File: src/rtl/gate_alu.sv
// -----------------------------------------------------------------------------
// gate_alu
//   Single-entry registered bitwise ALU with valid/ready handshakes on both
//   sides. Each accepted operand set produces one result one cycle later. The
//   result is also captured in an internal accumulator that later operations
//   can use as operand X.
//
// Parameters
//   WIDTH   operand/result width in bits (1..64)
//   CNT_W   width of the saturating completed-result counter
//
// Ports
//   clk        sole clock, rising edge
//   rst        synchronous active-high reset
//   in_valid   operand set (a, b, op, acc_en) presented
//   in_ready   block can take an operand set this cycle
//   a, b       operands
//   op         operation select:
//              0 NOT X, 1 AND, 2 OR, 3 NAND, 4 NOR, 5 XOR, 6 XNOR, 7 pass b
//   acc_en     use the accumulator in place of a as operand X
//   out_valid  result register holds an unconsumed result
//   out_ready  downstream takes the result this cycle
//   y          result
//   zero       y is all zeros
//   parity     XOR-reduce of y
//   op_cnt     number of consumed results, saturating
// -----------------------------------------------------------------------------
module gate_alu #(
  parameter int WIDTH = 8,
  parameter int CNT_W = 16
) (
  input  logic             clk,
  input  logic             rst,
  input  logic             in_valid,
  output logic             in_ready,
  input  logic [WIDTH-1:0] a,
  input  logic [WIDTH-1:0] b,
  input  logic [2:0]       op,
  input  logic             acc_en,
  output logic             out_valid,
  input  logic             out_ready,
  output logic [WIDTH-1:0] y,
  output logic             zero,
  output logic             parity,
  output logic [CNT_W-1:0] op_cnt
);

  localparam logic [CNT_W-1:0] CNT_MAX = {CNT_W{1'b1}};
  localparam logic [CNT_W-1:0] CNT_ONE = CNT_W'(1'b1);
  localparam logic [WIDTH-1:0] ZERO_W  = {WIDTH{1'b0}};

  // Even/odd parity of a result word.
  function automatic logic calc_parity(input logic [WIDTH-1:0] v);
    return ^v;
  endfunction

  logic [WIDTH-1:0] y_r;
  logic [WIDTH-1:0] acc_r;
  logic             zero_r;
  logic             parity_r;
  logic             out_valid_r;
  logic [CNT_W-1:0] op_cnt_r;

  logic             in_ready_s;
  logic             accept_s;
  logic             consume_s;
  logic [WIDTH-1:0] operand_x_s;
  logic [WIDTH-1:0] result_s;

  // Handshake decode: the output slot frees up in the same cycle it is drained,
  // so backpressure passes straight through to the input side.
  always_comb begin
    in_ready_s = !out_valid_r || out_ready;
    accept_s   = in_valid && in_ready_s;
    consume_s  = out_valid_r && out_ready;
  end

  // Operand X selection and the bitwise operation itself.
  always_comb begin
    operand_x_s = a;
    result_s    = ZERO_W;
    if (acc_en) begin
      operand_x_s = acc_r;
    end else begin
      operand_x_s = a;
    end
    case (op)
      3'd0:    result_s = ~operand_x_s;
      3'd1:    result_s = operand_x_s & b;
      3'd2:    result_s = operand_x_s | b;
      3'd3:    result_s = ~(operand_x_s & b);
      3'd4:    result_s = ~(operand_x_s | b);
      3'd5:    result_s = operand_x_s ^ b;
      3'd6:    result_s = ~(operand_x_s ^ b);
      3'd7:    result_s = b;
      default: result_s = b;
    endcase
  end

  // Result slot, flags and accumulator; an accept in the same cycle as a
  // consume refills the slot so out_valid never drops.
  always_ff @(posedge clk) begin
    if (rst) begin
      y_r         <= ZERO_W;
      acc_r       <= ZERO_W;
      zero_r      <= 1'b1;
      parity_r    <= 1'b0;
      out_valid_r <= 1'b0;
    end else if (accept_s) begin
      y_r         <= result_s;
      acc_r       <= result_s;
      zero_r      <= (result_s == ZERO_W);
      parity_r    <= calc_parity(result_s);
      out_valid_r <= 1'b1;
    end else if (consume_s) begin
      out_valid_r <= 1'b0;
    end else begin
      out_valid_r <= out_valid_r;
    end
  end

  // Completed-result counter, held at its maximum instead of wrapping.
  always_ff @(posedge clk) begin
    if (rst) begin
      op_cnt_r <= {CNT_W{1'b0}};
    end else if (consume_s && (op_cnt_r != CNT_MAX)) begin
      op_cnt_r <= op_cnt_r + CNT_ONE;
    end else begin
      op_cnt_r <= op_cnt_r;
    end
  end

  assign in_ready  = in_ready_s;
  assign out_valid = out_valid_r;
  assign y         = y_r;
  assign zero      = zero_r;
  assign parity    = parity_r;
  assign op_cnt    = op_cnt_r;

endmodule

File: config.mk
export PLATFORM = sky130hd
export DESIGN_NAME = gate_alu
export DESIGN_NICKNAME = d
export VERILOG_FILES = /design/src/rtl/gate_alu.sv
export SDC_FILE = /design/constraint.sdc
export NUM_CORES = 1
export LEC_CHECK = 0
export BUFFER_PORTS_ARGS = -buffer_cell sky130_fd_sc_hd__buf_2
export CAP_MARGIN = 20
export CORE_MARGIN = 2
export CORE_UTILIZATION = 50
export DETAILED_ROUTE_END_ITERATION = 7
export GPL_TIMING_DRIVEN = 0
export PLACE_DENSITY = 0.79
export SETUP_SLACK_MARGIN = 0.4
export SYNTH_ARGS = -nofsm -noshare
export SYNTH_HDL_FRONTEND = slang
export SYNTH_SLANG_ARGS = --single-unit
File: constraint.sdc
create_clock -name clk -period 3.3 [get_ports clk]
set_input_delay 0.495 -clock clk [delete_from_list [all_inputs] [get_ports clk]]
set_output_delay 0.495 -clock clk [all_outputs]
set_load 0.02 [all_outputs]
# After elaboration in Yosys (flattened, before gate mapping)
# Index checks and enable logic that the tools add are counted.
# word_totals
regBits,27
output_inout_bits,28
wordCells,34
# classes
add_sub_neg,1
eq_ne,8
muxes,4
bitwise_logic,7
n_reduce_logical,9
# op_table
cell,count
$pmux W8 S8,1
$not A8 Y8,4
$add A16 B1 Y16 const B,1
$ne A16 B16 Y1 const B,1
$eq A3 B3 Y1 const B,4
$and A8 B8 Y8,1
$logic_not A8 Y1,1
$mux W8,1
$or A8 B8 Y8,1
$reduce_xor A8 Y1,1
$xor A8 B8 Y8,1
$eq A3 B2 Y1 const B,2
$eq A3 B1 Y1 const B,1
$logic_and A1 B1 Y1,3
$logic_not A3 Y1,1
$mux W1,2
$reduce_bool A2 Y1,1
$logic_not A1 Y1,1
$logic_or A1 B1 Y1,1

# Logic depth before layout (Yosys ltp)
# logic_depth
depth_word,5
ltp_mapped,12
ltp_nobuf,11

# Worst setup path after synthesis
# Ideal clock, no wire load.
# synth_timing
path_type,input -> register
from,input acc_en
to,register parity_r (netlist: parity)
setup_ns,0.086
arrival_ns,2.780
t_required_ns,3.214
path_slack_ns,0.434
cell_stages,12
cell_sequence,buf_2 > mux2i_1 > inv_1 > ha_1 > mux2_2 > a211oi_1 > a31oi_1 > or2_2 > ha_1 > xnor2_1 > xnor2_1 > a211oi_1
# synth_via
elab_chain_len,5
elab_cells_between_ends,10
# synth_lines
element,line_no,source
"start, declared",39,"input logic acc_en,"
$mux W8 *,82,if (acc_en) begin
"$xor A8 B8 Y8, or another cell as far along","93, 94",
$not A8 Y8 (on tied branches),"94, 91, 92",
$pmux W8 S8 *,87,case (op)
$reduce_xor A8 Y1 *,54,return ^v;
"end signal, assigned",113,parity_r <= calc_parity(result_s);
"end, declared",60,logic parity_r;
# Mark *: on every way between the ends. The rest lies on a longest branch, timed or not.
# A chain may end at the register's enable or synchronous reset.

# Worst setup path in the final report
# Same ends and word-level chain as after synthesis.

==> results.toml <==
[clock_tree]
cts_tree = "done"
cts.sinks = 27
ctsLongestPathBuffers = 2
cts_made_buffers = 3
holdBufCountCts = 0
clock_latency_ns = 0.27
cts_root_buf = "clkbuf_8"
cts.clk_slew.worst_paths_ns = 0.09
cts_max_level = 1

[pwr]
combPwrFrac_pct = 35.3
p_sw_uw = 274.7
internal_power_uw = 558.8
leakagePower_uw = 0.001258
seqPwrFrac_pct = 42.7
power_uw = 833.5
powerDensity_nw_per_um2 = 303.8
irDropWorstVdd_mv = 0.1912
p_sw_share_pct = 32.96
clockPowerShare_pct = 22.1

[yosys]
synth_compound_area_share_pct = 21.57
synth_seq_cells = 27
synth_largest_area_cell = "dfxtp_1"
yosys-top-cells-count = "dfxtp_1 (27), nand2_1 (23), ha_1 (21), inv_1 (21), nor2_1 (16)"
ys_types = 47
yosysTopAreaCellShare_pct = 23.24
synthSimpleGateAreaFrac_pct = 24.48
async_flop_share_pct = 0
synth_fa_ha_area_share_pct = 11.30
post-synth-top-count-cell = "dfxtp_1"
syn_nets = 337
synthFlopType = "dfxtp_1"
synthXorXnorAreaFrac_pct = 1.130
yosys_warnings = 0
syn_inst = 292
synth_area_um2 = 2326
synth_top_family_by_area = "simple AND/OR/NAND/NOR gates"
ys_seq_area_share_pct = 23.24
synth_area_leaders = "dfxtp_1 (23%), ha_1 (11%), mux2i_1 (6.0%)"
avgSynthCellArea_um2 = 7.966
synth_edf_count = 0
muxShareOfSynthArea_pct = 10.38

[layout]
nets = 391
antenna_cells = 0
post-route-util_pct = 62.16
syn2layout_area_growth_pct = 17.97
final_layout_size_suffix_gt1_share_pct = 25.80

[grt]
grt-ovfl-total = 0
antenna_found_initial = 0
grt_util_all_layers_pct = 22.98
grt_pass1_vias = 2147
grt_max_degree = 16
grt_pass1_wl_um = 9715

[detailed_routing]
route.antenna.remaining_nets = 0
num_vias = 2360
firstDrtPassIters = 4
drt_iter0_drc = 98
drc = 0
wl_per_cell_um = 14.85
totalWireLength_um = 5894
viasPerCell = 5.945

[setup_path]
cp.required_ns = 3.49
crit_slowest_cell = "or2_2"
crit_path_start_kind = "input port"
critPathTopFamily = "multiplexers"
critPathKind = "input port to register"
crit_chain = "buf_6 > mux2i_4 > inv_1 > ha_1 > mux2_2 > a211oi_1 > a31oi_1 > or2_2 > ha_1 > xnor2_1 > xnor2_1 > a211oi_1"
slowest_delay_ns = 0.33
cp_data_arrival_time_ns = 2.91
worstPathMaxFanout = 8
end_kind = "register"
critical_path_buf_inv_count = 2

[status]
run_status = "finished clean"

[sta]
fmax_mhz = 367.8
rsz0062_at_grt = "false"
setup_viol = 0
timing.final.ws_setup_ns = 0.5815
fin_crit_sh_pct = 82.38
setup_tns_ns = 0
fin_crit_ns = 2.719
slew_headroom_pct = 65.22
hold_viol_final = 0
finClkSkew_ns = 0.002621
maxSlewViolCount = 0
tightest_slew_ns = 0.5174

[floorplan]
rows = 24
die_w_um = 72.21
fp.dieH_um = 72.21
dieArea_um2 = 5214
io-pin-count = 52
initial_core_util_pct = 52.69
core-area_um2 = 4414

[placed_design]
routabilityCongestion = 0.8321
hpwl_um = 4549
port_buffers = 49
place_ws_ns = 0.08901

[min_path]
hold_path_class = "input port to register"

[run]
cap_violations = 0
## layout by cell type (no fill, tap or decap), types with 7 or more instances in the layout
cell,netlist,layout
buf_2,7,55
dfxtp_1,27,27
nand2_1,23,23
inv_1,21,21
ha_1,21,21
nor2_1,16,16
nand3_1,14,14
o21ai_0,13,13
a31oi_1,12,12
a21oi_1,11,11
mux2i_1,14,10
mux2_2,9,9
clkbuf_1,8,8
o211ai_1,8,8
and3_1,8,8
a211oi_1,8,7
nor2b_1,7,7
## path summary, 6_finish.rpt
kind	start	endpoint	slack, ns	cells after the start
worst max-delay path	acc_en	parity$_SDFFE_PP0P_	0.58	12
worst min-delay path	in_valid	out_valid$_SDFFE_PP0P_	0.50	3
worst min register to register	zero$_SDFFE_PP1P_	zero$_SDFFE_PP1P_	0.50	2
worst max register to register	acc_r[2]$_SDFFE_PP0P_	parity$_SDFFE_PP0P_	0.72	11
## tightest hold or removal path: stages
cell and delay, ns:
buf_2 0.13, inv_1 0.05, a21oi_1 0.05
## power groups by stage
| stage | Combinational [µW] | Sequential, µW | Clock, µW |
|---|---|---|---|
| after CTS | 286 | 354 | 193 |
| after global routing | 325 | 358 | 206 |
| after global placement | 271 | 361 | 0 |
| after floorplan | 187 | 378 | 0 |
| after detailed placement | 282 | 361 | 0 |
| final | 294 | 356 | 184 |
## layout make-up
class	count	area (µm²)
fill	400	1670
multi-input combinational	225	1657
sequential	27	540.5
timing repair buffer	49	245.2
buffer	19	111.4
inverter	21	78.83
tap	52	65.06
clock buffer	3	41.29
clock inverter	1	5.005
## per-layer routing
layer | share of wire (%) | GRT usage, % | up-vias
li1 | - | - | 1186
met1 | 48 | 32.27 | 1109
met2 | 46 | 36.09 | 59
met3 | 5.0 | 4.583 | 6
met4 | 0.83 | 5.870 | 0
met5 | 0 | 0 | -
## state kept, by name, summed over array words and instances, names as in the netlist
register,cells
zero,1
op_cnt,16
parity,1
acc_r,8
out_valid,1
## per-stage QoR
step                      instance area, µm²  hold WS [ns]  instances
after floorplan                         2326        0.5554        292
after global placement                  2636        0.4831        393
after detailed placement                2636        0.4879        393
after CTS                               2698        0.4810        397
after global routing                    2744        0.4810        397
final                                   2744        0.4952        397
## repair_timing
| action | in CTS | in global routing |
|---|---|---|
| setup endpoints to repair | 1 | 1 |
| buffers inserted | 0 | 0 |
| resized for setup | 4 | 8 |
## cells by family after synthesis
family / after synthesis
simple gates: 104
compound gates: 74
buf+inv: 40
flops: 27
mux: 23
fa+ha+maj: 21
xor+xnor: 3
Power figures use the tool's default switching activity.
